$ cat src/rtl/data_mem_ctrl.sv
// Data-memory access controller: turns mem_read/mem_write strobes into a req/ack
// bus cycle with byte-lane steering, load extension, misalignment check and timeout.
module data_mem_ctrl #(
  parameter int ADDR_W  = 32,
  parameter int TIMEOUT = 255
) (
  input  logic              clk,
  input  logic              rst_n,
  input  logic              mem_read,
  input  logic              mem_write,
  input  logic [2:0]        funct3,
  input  logic [ADDR_W-1:0] addr,
  input  logic [31:0]       wdata,
  output logic [31:0]       rdata,
  output logic              stall,
  output logic              misalign,
  output logic              bus_err,
  output logic              bus_req,
  output logic              bus_we,
  output logic [ADDR_W-1:0] bus_addr,
  output logic [3:0]        bus_be,
  output logic [31:0]       bus_wdata,
  input  logic [31:0]       bus_rdata,
  input  logic              bus_ack
);

  typedef enum logic [1:0] {IDLE, BUSY, DONE} state_t;

  localparam logic [15:0] TO_LAST = 16'(TIMEOUT - 1);

  state_t            state, state_nx;
  logic              access, aligned;
  logic              stall_c, misalign_c, req_c;
  logic [3:0]        be_nx;
  logic [31:0]       wdata_nx;
  logic [31:0]       load_ext;
  logic [7:0]        lane_byte;
  logic [15:0]       lane_half;

  logic              we_r;
  logic [ADDR_W-1:0] addr_r;
  logic [3:0]        be_r;
  logic [31:0]       wdata_r;
  logic [2:0]        f3_r;
  logic [1:0]        lane_r;
  logic [15:0]       cnt;
  logic              err_r;
  logic [31:0]       rdata_r;

  assign access = mem_read | mem_write;

  // Illegal funct3 encodings fall into the default and are reported as misaligned.
  always_comb begin
    aligned = 1'b0;
    case (funct3)
      3'b000, 3'b100: aligned = 1'b1;
      3'b001, 3'b101: aligned = ~addr[0];
      3'b010:         aligned = (addr[1:0] == 2'b00);
      default:        aligned = 1'b0;
    endcase
  end

  always_comb begin
    be_nx    = 4'b1111;
    wdata_nx = '0;
    if (mem_write) begin
      case (funct3[1:0])
        2'b00: begin
          be_nx    = 4'b0001 << addr[1:0];
          wdata_nx = {4{wdata[7:0]}};
        end
        2'b01: begin
          be_nx    = addr[1] ? 4'b1100 : 4'b0011;
          wdata_nx = {2{wdata[15:0]}};
        end
        default: begin
          be_nx    = 4'b1111;
          wdata_nx = wdata;
        end
      endcase
    end
  end

  always_comb begin
    lane_byte = bus_rdata[7:0];
    case (lane_r)
      2'd0: lane_byte = bus_rdata[7:0];
      2'd1: lane_byte = bus_rdata[15:8];
      2'd2: lane_byte = bus_rdata[23:16];
      2'd3: lane_byte = bus_rdata[31:24];
      default: lane_byte = bus_rdata[7:0];
    endcase
    lane_half = lane_r[1] ? bus_rdata[31:16] : bus_rdata[15:0];
    case (f3_r)
      3'b000:  load_ext = {{24{lane_byte[7]}}, lane_byte};
      3'b100:  load_ext = {24'd0, lane_byte};
      3'b001:  load_ext = {{16{lane_half[15]}}, lane_half};
      3'b101:  load_ext = {16'd0, lane_half};
      default: load_ext = bus_rdata;
    endcase
  end

  always_ff @(posedge clk or negedge rst_n) begin
    if (!rst_n) state <= IDLE;
    else        state <= state_nx;
  end

  always_comb begin
    state_nx   = state;
    stall_c    = 1'b0;
    misalign_c = 1'b0;
    req_c      = 1'b0;
    case (state)
      IDLE: begin
        if (access) begin
          if (aligned) begin
            stall_c  = 1'b1;
            state_nx = BUSY;
          end else begin
            misalign_c = 1'b1;
          end
        end
      end
      BUSY: begin
        req_c   = 1'b1;
        stall_c = 1'b1;
        if (bus_ack || cnt == TO_LAST) state_nx = DONE;
      end
      DONE: state_nx = IDLE;
      default: state_nx = IDLE;
    endcase
  end

  // Request inputs are ignored while DONE because they still belong to the retiring access.
  always_ff @(posedge clk or negedge rst_n) begin
    if (!rst_n) begin
      we_r    <= 1'b0;
      addr_r  <= '0;
      be_r    <= '0;
      wdata_r <= '0;
      f3_r    <= '0;
      lane_r  <= '0;
      cnt     <= '0;
      err_r   <= 1'b0;
      rdata_r <= '0;
    end else begin
      case (state)
        IDLE: begin
          if (access && aligned) begin
            we_r    <= mem_write;
            addr_r  <= {addr[ADDR_W-1:2], 2'b00};
            be_r    <= be_nx;
            wdata_r <= wdata_nx;
            f3_r    <= funct3;
            lane_r  <= addr[1:0];
            cnt     <= '0;
            err_r   <= 1'b0;
          end
        end
        BUSY: begin
          cnt <= cnt + 16'd1;
          if (bus_ack) begin
            rdata_r <= load_ext;
          end else if (cnt == TO_LAST) begin
            rdata_r <= '0;
            err_r   <= 1'b1;
          end
        end
        default: ;
      endcase
    end
  end

  // Combinational strobes are masked by reset so nothing leaks out while rst_n is low.
  assign stall     = stall_c & rst_n;
  assign misalign  = misalign_c & rst_n;
  assign bus_req   = req_c;
  assign bus_we    = req_c & we_r;
  assign bus_addr  = req_c ? addr_r : '0;
  assign bus_be    = req_c ? be_r : '0;
  assign bus_wdata = req_c ? wdata_r : '0;
  assign bus_err   = (state == DONE) & err_r;
  assign rdata     = rdata_r;

endmodule

$ cat config.mk
export PLATFORM = sky130hd
export DESIGN_NAME = data_mem_ctrl
export DESIGN_NICKNAME = d
export VERILOG_FILES = /design/src/rtl/data_mem_ctrl.sv
export SDC_FILE = /design/constraint.sdc
export NUM_CORES = 1
export LEC_CHECK = 0
export CAP_MARGIN = 20
export CELL_PAD_IN_SITES_DETAIL_PLACEMENT = 2
export CELL_PAD_IN_SITES_GLOBAL_PLACEMENT = 2
export CORE_MARGIN = 2
export CORE_UTILIZATION = 29
export CTS_BUF_LIST = sky130_fd_sc_hd__clkbuf_4 sky130_fd_sc_hd__clkbuf_8 sky130_fd_sc_hd__clkbuf_16
export DETAILED_ROUTE_END_ITERATION = 10
export PLACE_DENSITY_LB_ADDON = 0.1
export SETUP_SLACK_MARGIN = 0.2
export SYNTH_ARGS = -nofsm -noshare
export SYNTH_HDL_FRONTEND = slang
export SYNTH_SLANG_ARGS = --single-unit
$ cat constraint.sdc
create_clock -name clk -period 3.9 [get_ports clk]
set_clock_uncertainty 0.1 [all_clocks]
set_input_delay 0.585 -clock clk [delete_from_list [all_inputs] [get_ports clk]]
set_output_delay 0.585 -clock clk [all_outputs]
set_load 0.005 [all_outputs]
Word level (Yosys, flattened, before mapping)

Index checks and enable logic that the tools add are counted.

Add/sub/neg operators: 1
Equal/unequal tests: 20
Shifts and indexed selects: 1
Muxes and demuxes: 31
Bitwise logic cells: 6
Reductions and logical operators: 17

Operators by type and width:

| operator                                                               | number |
|---|---|
| 32-bit 2-to-1 mux                                                      | 5 |
| 32-bit case mux with 4 select lines                                    | 1 |
| 32-bit case mux with 2 select lines                                    | 1 |
| 16-bit 2-to-1 mux                                                      | 2 |
| 16-bit case mux with 2 select lines                                    | 1 |
| 8-bit case mux with 4 select lines                                     | 1 |
| 16-bit by 1-bit adder with 16-bit output, second input constant        | 1 |
| 16-bit by 8-bit equality test with 1-bit output, second input constant | 1 |
| 3-bit equality test, second input constant                             | 4 |
| 4-bit 2-to-1 mux                                                       | 3 |
| 2-bit != test, second input constant                                   | 6 |
| 1-bit 2-to-1 mux                                                       | 9 |
| 2-bit zero test                                                        | 4 |
| 4-bit case mux with 2 select lines                                     | 1 |
| 2-bit by 1-bit equality test with 1-bit output, second input constant  | 3 |
| 2-bit equality test, second input constant                             | 3 |
| 3-bit by 1-bit equality test with 1-bit output, second input constant  | 2 |
| 3-bit zero test                                                        | 2 |
| 2-bit 2-to-1 mux                                                       | 3 |
| 2-bit AND reduction                                                    | 3 |
| 1-bit bitwise AND                                                      | 4 |
| 1-bit case mux with 2 select lines                                     | 2 |
| 2-bit case mux with 2 select lines                                     | 1 |
| 4-bit AND reduction                                                    | 1 |
| 10 further kinds                                                       | 12 |

Bits in registers: 123
Input port bits: 104
Output and inout port bits: 105
Logic and storage cells: 86

Longest topological paths before layout

Gate-level depths: netlist of the first run.

Word-level depth: 7
Depth in mapped cells: 7
Mapped depth without buffers: 5

Worst setup path before layout of the first run

Ideal clock, no wire load.

Kind: input to output
Start point: input port funct3[0]
End point: output port stall
Arrival time: 1797 ps
Data required time: 3215 ps
Path slack: 1418 ps
Cell stages on the path: 6
Path buffers: 2
Cells stage by stage: buf_2 nor4_2 o221a_2 buf_2 nor2_1 nor3b_1

Longest elaborated chain between the ends: 7
Elaborated cells on any way between the ends: 12
Those cells by class: eq/ne: 4; mux: 4; bitwise: 1; reduce/logical: 3

RTL lines:

| what                                                                   | line | RTL |
|---|---|---|
| start, declared                                                        | 11   | `input logic [2:0] funct3,` |
| 3-bit by 1-bit equality test with 1-bit output (tied with other cells) | 55   | `case (funct3)` |
| 2-bit OR reduction                                                     | 55   |  |
| 1-bit case mux with 3 select lines *                                   | 55   |  |
| 1-bit 2-to-1 mux *                                                     | 116  | `if (aligned) begin` |
| 1-bit 2-to-1 mux *                                                     | 115  | `if (access) begin` |
| 1-bit case mux with 2 select lines *                                   | 113  | `case (state)` |
| 1-bit bitwise AND *                                                    | 175  | `assign stall = stall_c & rst_n;` |
| end, declared                                                          | 15   | `output logic stall,` |

Mark *: on every way between the ends. The rest lies on a longest branch, timed or not.

Worst setup path after layout of the first run

Start point: input port addr[1]
End point: output port stall

Longest elaborated chain between the ends: 6

RTL lines:

| what                               | line | RTL |
|---|---|---|
| start, declared                    | 12   | `input logic [ADDR_W-1:0] addr,` |
| 2-bit zero test                    | 58   | `3'b010: aligned = (addr[1:0] == 2'b00);` |
| 1-bit case mux with 3 select lines | 55   |  |
| 1-bit 2-to-1 mux                   | 116  |  |
| 1-bit 2-to-1 mux                   | 115  |  |
| 1-bit case mux with 2 select lines | 113  |  |
| 1-bit bitwise AND                  | 175  |  |

Every way passes these cells.

==> flow_summary_export.csv, run 1 <==
group,metric,value,unit
floorplan,dieArea,23120,sq um
power_and_ir_drop,p_leak,0.004082,uW
yosys,synth_area_leaders,"dfrtp_1 (48%), nand2_1 (8.6%), and2_1 (6.8%), mux2i_1 (5.2%), o21ai_0 (4.3%)",
yosys,synth_cells,698,
place,gp_congestion,0.7935,
drt,first_iter_violations,205,
critical_path,cpMostUsedCell,"clkdlybuf4s50_1",
cells_and_area,nets,996,
cells_and_area,syn2layout_area_growth,46.69,%
clock_network,clockBufferDepth,2,
global_route,grt_usage,21.06,%
sta,drv_slew,0,
critical_path,crit_path_end_kind,"output pin",
yosys,synth_edf_count,0,
yosys,syn_avg_cell_area,9.106,sq um
drt,drc,0,
clock_network,cts_root_buffer,"clkbuf_16",
drt,ant_nets,0,
critical_path,critical-path-max-stage-delay,0.56,ns
flow_run,cap_viol_max_count,0,
global_route,antenna_found_initial,0,
clock_network,htree_levels,4,
yosys,yosys.cell_types.count,54,
yosys,ys.flop_type,"dfrtp_1",
floorplan,rows,54,
yosys,synthArstFlopShare,100.0,%
yosys,synth-seq-cells,123,
floorplan,pin_count,209,
sta,fin_crit_sh,82.69,%
drt,vias_per_cell,5.155,
floorplan,core-area,21690,sq um
sta,tns,0,ns
critical_path,path_cells,"clkdlybuf4s50_1 -> nor4_2 -> o221a_2 -> nor2_1 -> nor3b_1 -> clkdlybuf4s50_1",
global_route,grt_overflow,0,
global_route,grt_max_degree,70,
sta,worst_pin_slew,0.9030,ns
yosys,yosysWarnings,0,
status,outcome,"finished, final reports clean",
sta,fmax,310.1,MHz
cells_and_area,drive_gt1_share,6.319,%
yosys,yosysSeqAreaShare,48.43,%
power_and_ir_drop,vdd_drop_max,0.2808,mV
cells_and_area,fin_cells,1182,
min_path,hold_class,"flop to flop",
critical_path,crit_required,3.21,ns
power_and_ir_drop,power,5440,uW
sta,slew_headroom,39.58,%
drt,num_vias,6093,
place,dp_hpwl,16.89,mm
clock_network,clk_pin_slew,0.06,ns
floorplan,die_y,152.0,um
critical_path,cp.arrival,2.54,ns
yosys,netlist.area_leader.share,48.43,%
global_route,grt_pass1_vias,6872,
drt,finalWirelength,23.67,mm
critical_path,crit_fanout,6,
cells_and_area,final_cell_mix,"clkdlybuf4s50_1 (205), nand2_1 (145), dfrtp_1 (123), and2_1 (69), o21ai_0 (55)",
power_and_ir_drop,p_per_area,583.5,nW/um^2
cells_and_area,final_common_cell,"clkdlybuf4s50_1",
clock_network,clock-sinks,123,
sta,fin_crit,3.225,ns
critical_path,cp-start-kind,"input port",
cells_and_area,final_core_util,42.99,%
critical_path,critPathKind,"input port to output pin",
sta,hold_viol,0,
place,port_buffers,206,
yosys,synth_top_area_cell,"dfrtp_1",
clock_network,cts_made_buffers,17,
sta,rsz0062_at_grt,"false",
floorplan,chipWidth,152.0,um
clock_network,cts_tree,"yes",
sta,worst_hold_slack,0.3643,ns
sta,finalSetupViolations,0,
place,placedCellCount,1150,
drt,wl_per_cell,20.02,um
global_route,grt_pass1_wl,38.74,mm
drt,firstDrtPassIters,4,
critical_path,cp_slowest_cell,"clkdlybuf4s50_1",
clock_network,clock_insertion_delay_worst_skew,0.42,ns
floorplan,initial_core_util,29.31,%
cells_and_area,diodes,0,
yosys,syn_area,6356,sq um
kinds of logic (layout without fill, tap and decap cells):
family	after synthesis	count (layout)	synth area share [%]
flip-flops	123	123	48.43
other	1	2	0.05900
AND/OR/NAND/NOR	325	325	24.76
AO/OA/AOI/OAI	147	147	16.12
buffers and inverters	62	265	4.094
XOR/XNOR	3	3	0.4135
adder cells (fa/ha/maj)	2	2	0.3936
multiplexers	35	35	5.728
routing by layer:
metal | share of wire [%] | vias up | track usage (%)
met1 | 42 | 3098 | 25.19
met4 | 2.2 | 0 | 7.343
met5 | 0 | - | 0
met2 | 49 | 155 | 35.67
met3 | 6.6 | 34 | 6.817
li1 | - | 2806 | -
synth_stat cells, drive strengths merged, types with 14 or more instances:
master,instances
a21oi,18
a311o,16
and2,70
and3,17
buf,14
clkbuf,37
dfrtp,123
mux2i,33
nand2,145
nor2,45
o21ai,55
power breakdown:
part           switching [uW]  internal [uW]
Clock                     588           1030
Sequential                302           1700
Combinational             842            978
Total                    1730           3710
flip-flops by register name, summed over array words and instances (netlist names):
register / cells
rdata: 32
wdata_r: 32
addr_r: 30
cnt: 16
be_r: 4
f3_r: 3
lane_r: 2
state: 2
err_r: 1
we_r: 1
critical path, delay by kind of cell:
family | cells | cell delay [ns]
AOI/OAI and AO/OA | 1 | 0.26
and+or+nand+nor | 3 | 0.62
buffers and inverters | 2 | 1.07
layout make-up:
type / count / area (sq um)
sequential: 123 / 3078
timing repair buffer: 223 / 2218
fill: 2320 / 12360
multi-input combinational: 514 / 3039
tap: 280 / 350.3
clock inverter: 7 / 87.58
clock buffer: 24 / 509.2
inverter: 11 / 41.29
final timing paths:
kind	startpoint	to	slack, ns	cells after the start
setup reg to reg	f3_r[1]	rdata[21]	1.23	3
setup / recovery	addr[1]	stall	0.67	6
hold reg to reg	addr_r[20]	addr_r[20]	0.36	2
min in group asynchronous	rst_n	cnt[14]	0.51	2
max in group asynchronous	rst_n	addr_r[28]	2.03	3
hold / removal	addr_r[20]	addr_r[20]	0.36	2
through the flow:
stage | area [sq um] | setup WS, ns
4_1_cts | 9324 | 0.6247
3_3_place_gp | 8717 | 0.5743
6_report | 9324 | 0.6750
5_1_grt | 9324 | 0.4921
3_5_place_dp | 8717 | 0.6306
2_1_floorplan | 6360 | 1.418
what timing repair did:
item                       4_1_cts  5_1_grt
hold buffers                     1        0
gates resized for setup          0        0
hold endpoints to repair        30        0
buffers inserted                 0        0
setup endpoints to repair        0        0
Note: power is estimated with default switching activity, not from simulation.
==> run 2: changes to the inputs <==
--- a/config.mk
+++ b/config.mk
@@ -9,7 +9,7 @@
 export CELL_PAD_IN_SITES_DETAIL_PLACEMENT = 2
 export CELL_PAD_IN_SITES_GLOBAL_PLACEMENT = 2
 export CORE_MARGIN = 2
-export CORE_UTILIZATION = 29
+export CORE_UTILIZATION = 24
 export CTS_BUF_LIST = sky130_fd_sc_hd__clkbuf_4 sky130_fd_sc_hd__clkbuf_8 sky130_fd_sc_hd__clkbuf_16
 export DETAILED_ROUTE_END_ITERATION = 10
 export PLACE_DENSITY_LB_ADDON = 0.1
==> constraint.sdc (replaced) <==
create_clock -name clk -period 2.7 [get_ports clk]
set_clock_uncertainty 0.1 [all_clocks]
set_input_delay 0.405 -clock clk [delete_from_list [all_inputs] [get_ports clk]]
set_output_delay 0.405 -clock clk [all_outputs]
set_load 0.005 [all_outputs]
==> run 2 against run 1 <==
Net effect: sequential power up 44%; critical path depth did not move; wire length rose by 8.7%; worst hold slack improved by 0.0028 ns; register-to-register slack got worse by 0.89 ns; combinational power grew 59%.
==> flow_summary_export.csv, run 2 (synthesis gave the netlist of run 1 again) <==
group,metric,value,unit
status,outcome,"finished, final reports clean",
global_route,grt_overflow,0,
power_and_ir_drop,p_leak,0.004680,uW
critical_path,critical-path-max-stage-delay,0.49,ns
cells_and_area,drive_gt1_share,9.850,%
clock_network,clk_pin_slew,0.06,ns
global_route,grt_usage,18.95,%
critical_path,crit_path_end_kind,"output pin",
floorplan,initial_core_util,24.39,%
drt,first_iter_violations,272,
cells_and_area,syn2layout_area_growth,54.92,%
critical_path,path_cells,"nand2b_4 -> clkinv_8 -> buf_12 -> buf_16 -> and2_1 -> clkdlybuf4s50_1",
clock_network,cts_made_buffers,17,
sta,fin_crit,2.445,ns
drt,dr.max_layer_used,"met4",
place,port_buffers,206,
power_and_ir_drop,power,8256,uW
min_path,min_from,"addr_r[30]",
clock_network,htree_levels,4,
drt,dr_wl_met2,12.66,mm
critical_path,r2r_cells,9,
global_route,antenna_found_initial,2,
place,placedCellCount,1222,
critical_path,r2r_start,"state[1]",
sta,fmax,409.0,MHz
clock_network,clock-sinks,123,
flow_run,cap_viol_max_count,0,
sta,worst_hold_slack,0.3671,ns
cells_and_area,fillers,2841,
min_path,min_path_cells,2,
cells_and_area,nets,1027,
drt,wl_per_cell,20.27,um
global_route,grt_pass1_vias,7061,
floorplan,rows,59,
drt,m1WireLength,11.37,mm
cells_and_area,fin_cells,1269,
cells_and_area,final_cell_mix,"clkdlybuf4s50_1 (174), nand2_1 (145), dfrtp_1 (122), and2_1 (69), o21ai_0 (55)",
drt,num_vias,6206,
sta,drv_slew,0,
critical_path,cp_top_family,"buffers and inverters",
min_path,whs_endpoint,"addr_r[30]",
critical_path,cp_slowest_cell,"clkdlybuf4s50_1",
drt,drc,0,
floorplan,pin_count,209,
power_and_ir_drop,p_per_area,838.4,nW/um^2
critical_path,crit_required,2.19,ns
clock_network,cts_root_buffer,"clkbuf_16",
cells_and_area,final_common_cell,"clkdlybuf4s50_1",
floorplan,die_y,166.7,um
sta,worst_pin_slew,0.9562,ns
critical_path,cp-start-kind,"flop",
critical_path,cp_num_buf_inv,4,
floorplan,core-area,26060,sq um
clock_network,cts_tree,"yes",
floorplan,chipWidth,166.7,um
sta,finalSetupViolations,0,
global_route,grt_pass1_wl,41.74,mm
sta,hold_viol,0,
critical_path,critPathKind,"flop to output pin",
cells_and_area,diodes,0,
drt,wl_met3,1.358,mm
critical_path,r2r_slack,0.34,ns
place,gp_congestion,0.7735,
cells_and_area,final_core_util,37.79,%
critical_path,cp_num_cells,6,
clock_network,clockBufferDepth,2,
critical_path,cp.arrival,1.94,ns
sta,rsz0062_at_grt,"true",
drt,firstDrtPassIters,4,
place,dp_hpwl,18.13,mm
sta,fin_crit_sh,90.55,%
drt,finalWirelength,25.73,mm
global_route,grt_max_degree,55,
drt,vias_per_cell,4.890,
min_path,hold_class,"flop to flop",
critical_path,r2r-end,"rdata[30]",
floorplan,dieArea,27800,sq um
sta,slew_headroom,36.02,%
power_and_ir_drop,vdd_drop_max,0.3516,mV
drt,ant_nets,0,
critical_path,crit_fanout,7,
clock_network,clock_insertion_delay_worst_skew,0.42,ns
run 2: changes by cell type in the layout (fill, tap and decap cells not counted), moves of 2 or more:
cell and delta:
clkdlybuf4s50_1 -31, buf_4 +24, dlymetal6s2s_1 +21, dlygate4sd2_1 +9, clkbuf_8 -5, buf_16 +4, clkinv_2 -4, clkinv_4 +4
buf_12 +3, clkinvlp_4 +3, bufinv_16 +2
run 2: layout make-up:
type | count | area, sq um | share of cell area, %
sequential | 123 | 3079 | 31.27
tap | 335 | 419.2 | 4.257
inverter | 11 | 53.80 | 0.5464
clock inverter | 13 | 193.9 | 1.970
clock buffer | 19 | 440.4 | 4.473
timing repair buffer | 254 | 2605 | 26.45
multi-input combinational | 514 | 3055 | 31.03
run 2: timing repair:
item | CTS | global route
endpoints found under the hold margin | 55 | 0
setup endpoints to repair | 70 | 61
setup buffers | 2 | 8
resized for setup | 22 | 26
cloned | 4 | 0
hold buffers | 1 | 0
run 2: report_power, final:
group	internal, uW	switching (uW)	leakage, uW
Combinational	1550	1340	0.00284
Clock	1570	916	0.000297
Sequential	2460	421	0.00155
Total	5580	2670	0.00468
run 2: stage by stage:
step	cell area, sq um	setup slack, ns	setup TNS (ns)
after floorplan	6360	0.5784	0
after global placement	8914	-0.09840	-0.2441
after detailed placement	8914	-0.1280	-0.6042
after CTS	9719	0.1077	0
after global routing	9847	0.1279	0
final	9847	0.2552	0
run 2: worst register-to-register path, stage by stage (launching register included):
cell and delay [ns]:
dfrtp_1 0.39, nand2b_4 0.19, clkinv_8 0.10, buf_12 0.14, buf_16 0.13, buf_4 0.17
and2_1 0.19, buf_4 0.20, o2111a_2 0.28, a311o_1 0.37
run 2: worst max-delay path by stage:
stage                         start             to  slack (ns)
after CTS                  state[1]   bus_wdata[8]        0.11
after global routing      funct3[0]          stall        0.13
after global placement      addr[1]          stall        -0.1
after detailed placement    addr[1]        cnt[10]       -0.13
after floorplan           funct3[0]          stall        0.58
final                      state[1]  bus_wdata[23]        0.26
run 2: per-layer routing:
layer | vias up | track usage (%)
met2 | 135 | 31.73
met4 | 0 | 4.385
met3 | 21 | 4.990
li1 | 2869 | -
met5 | - | 0
met1 | 3181 | 24.54
==> run 3: changes to the inputs <==
--- a/config.mk
+++ b/config.mk
@@ -8,7 +8,7 @@
 export CAP_MARGIN = 20
 export CELL_PAD_IN_SITES_DETAIL_PLACEMENT = 2
 export CELL_PAD_IN_SITES_GLOBAL_PLACEMENT = 2
-export CORE_MARGIN = 2
+export CORE_MARGIN = 10
 export CORE_UTILIZATION = 24
 export CTS_BUF_LIST = sky130_fd_sc_hd__clkbuf_4 sky130_fd_sc_hd__clkbuf_8 sky130_fd_sc_hd__clkbuf_16
 export DETAILED_ROUTE_END_ITERATION = 10
==> run 3 against run 2 <==
Net effect: fmax shrank 0.69%; setup slack lost 0.017 ns; count of clock-buffer cells in the layout shrank 1; non-clock buffer count is the same; worst hold slack lost 0.10 ns; clock power shrank 3%; core utilization grew 0.067 points; sequential share of layout area is essentially flat; sequential cell count is the same; critical endpoint is now bus_wdata[20]; largest power group unchanged.
==> flow_summary_export.csv, run 3 (synthesis gave the netlist of run 1 again) <==
group,metric,value,unit
status,outcome,"finished, final reports clean",
clock_network,cts_tree,"yes",
global_route,grt_max_degree,72,
cells_and_area,fillers,2782,
critical_path,critical-path-max-stage-delay,0.50,ns
clock_network,clock-sinks,123,
global_route,grt_pass1_vias,7213,
cells_and_area,seq_area,3080,sq um
critical_path,cp.arrival,1.96,ns
floorplan,die_y,182.7,um
sta,fin_crit_sh,91.18,%
drt,first_iter_violations,231,
sta,hold_viol,0,
cells_and_area,drive_gt1_share,10.49,%
cells_and_area,final_common_cell,"clkdlybuf4s50_1",
clock_network,cts_made_buffers,17,
drt,dr.max_layer_used,"met5",
place,post-place-ws,-0.2251,ns
clock_network,cts_root_buffer,"clkbuf_16",
critical_path,crit_fanout,11,
cells_and_area,multiInputGateArea,3077,sq um
critical_path,cp_num_buf_inv,4,
min_path,hold_class,"input port to async pin",
critical_path,cp-start-kind,"flop",
clock_network,clockBufferDepth,2,
sta,tns,0,ns
floorplan,dieArea,33390,sq um
global_route,antenna_found_initial,5,
global_route,grt_overflow,0,
cells_and_area,nets,1027,
flow_run,cap_viol_max_count,0,
critical_path,crit_path_end_kind,"output pin",
power_and_ir_drop,p_leak,0.004687,uW
clock_network,clock_insertion_delay_worst_skew,0.42,ns
sta,slew_headroom,35.27,%
clock_network,htree_levels,4,
drt,num_vias,6188,
floorplan,rows,59,
floorplan,pin_count,209,
sta,rsz0062_at_grt,"true",
clock_network,clk_pin_slew,0.06,ns
critical_path,r2r_start,"cnt[9]",
floorplan,chipWidth,182.7,um
place,dp_hpwl,20.07,mm
drt,firstDrtPassIters,4,
power_and_ir_drop,p_per_area,837.6,nW/um^2
drt,wl_met3,2.036,mm
critical_path,cp_slowest_cell,"clkdlybuf4s50_1",
floorplan,core-area,26060,sq um
cells_and_area,final_cell_mix,"clkdlybuf4s50_1 (156), nand2_1 (145), dfrtp_1 (121), and2_1 (68), o21ai_0 (55)",
sta,fin_ws,0.2382,ns
critical_path,critPathKind,"flop to output pin",
drt,m1WireLength,11.76,mm
cells_and_area,syn2layout_area_growth,55.20,%
drt,dr_wl_met2,14.24,mm
sta,finalSetupViolations,0,
global_route,grt_pass1_wl,44.34,mm
sta,drv_slew,0,
place,gp_congestion,0.7832,
critical_path,crit_required,2.19,ns
critical_path,cp-startpoint,"state[1]",
place,port_buffers,206,
drt,finalWirelength,28.33,mm
global_route,grt_usage,16.91,%
drt,ant_nets,0,
drt,wl_per_cell,22.27,um
sta,fmax,406.2,MHz
sta,fin_crit,2.462,ns
floorplan,initial_core_util,24.39,%
sta,worst_pin_slew,0.9709,ns
drt,vias_per_cell,4.865,
critical_path,path_cells,"nand2b_4 -> clkinv_8 -> buf_12 -> buf_16 -> and2_1 -> clkdlybuf4s50_1",
drt,drc,0,
power_and_ir_drop,vdd_drop_max,0.3662,mV
critical_path,cp_top_family,"buffers and inverters",
run 3: cell count changes in the layout (fill, tap and decap cells not counted), moves of 2 or more:
cell / previous run / this run
buf_12: 5 / 7
buf_4: 38 / 35
clkbuf_4: 2 / 0
clkdlybuf4s50_1: 174 / 156
clkinv_2: 0 / 3
clkinv_4: 4 / 2
diode_2: 0 / 3
dlygate4sd2_1: 9 / 32
dlymetal6s2s_1: 21 / 16
run 3: path summary, 6_finish.rpt:
kind                                 endpoint  slack (ns)  cells after the start
worst max-delay path            bus_wdata[20]        0.24                      6
worst max register to register      rdata[24]        0.40                      4
min in group clk                   addr_r[22]        0.37                      2
max in group asynchronous            state[1]        1.02                      3
worst min-delay path                   cnt[2]        0.26                      2
worst min register to register     addr_r[22]        0.37                      2
run 3: report_power, final:
group,internal [uW],switching (uW)
sequential,2450,434
clock,1480,934
combinational,1580,1380
total,5510,2750
run 3: cell type report:
class                           instances  share of cell area (%)
Sequential cell                       123                   31.23
Multi-Input combinational cell        514                   31.19
Timing Repair Buffer                  254                   26.50
Clock buffer                           18                   4.452
Tap cell                              335                   4.249
Clock inverter                         14                   1.725
Inverter                               11                  0.5835
Antenna cell                            3                 0.07610
run 3: what timing repair did:
| item | 4_1_cts | 5_1_grt |
|---|---|---|
| resized for setup | 50 | 23 |
| pin swaps | 2 | 2 |
| endpoints found under the hold margin | 8 | 0 |
| endpoints found under the setup margin | 70 | 49 |
| setup buffers | 6 | 5 |
| hold buffers | 1 | 0 |
| gates cloned | 5 | 0 |
run 3: metal layers:
metal  global-route usage [%]  vias up
met5                        0        -
met4                    4.003        4
met3                    6.437       22
met2                    28.68      139
met1                    19.77     3146
li1                         -     2877
run 3: stage by stage:
stage	instances	util (%)	hold WS, ns	power [uW]	instance area, sq um
6_report	1272	37.85	0.2639	8263	9864
2_1_floorplan	699	-	0.009409	4040	6360
3_5_place_dp	1220	34.15	0.1309	5730	8899
3_3_place_gp	1220	34.15	0.1273	5577	8899
4_1_cts	1264	37.37	0.2490	8368	9738
5_1_grt	1270	37.84	0.2550	8841	9859
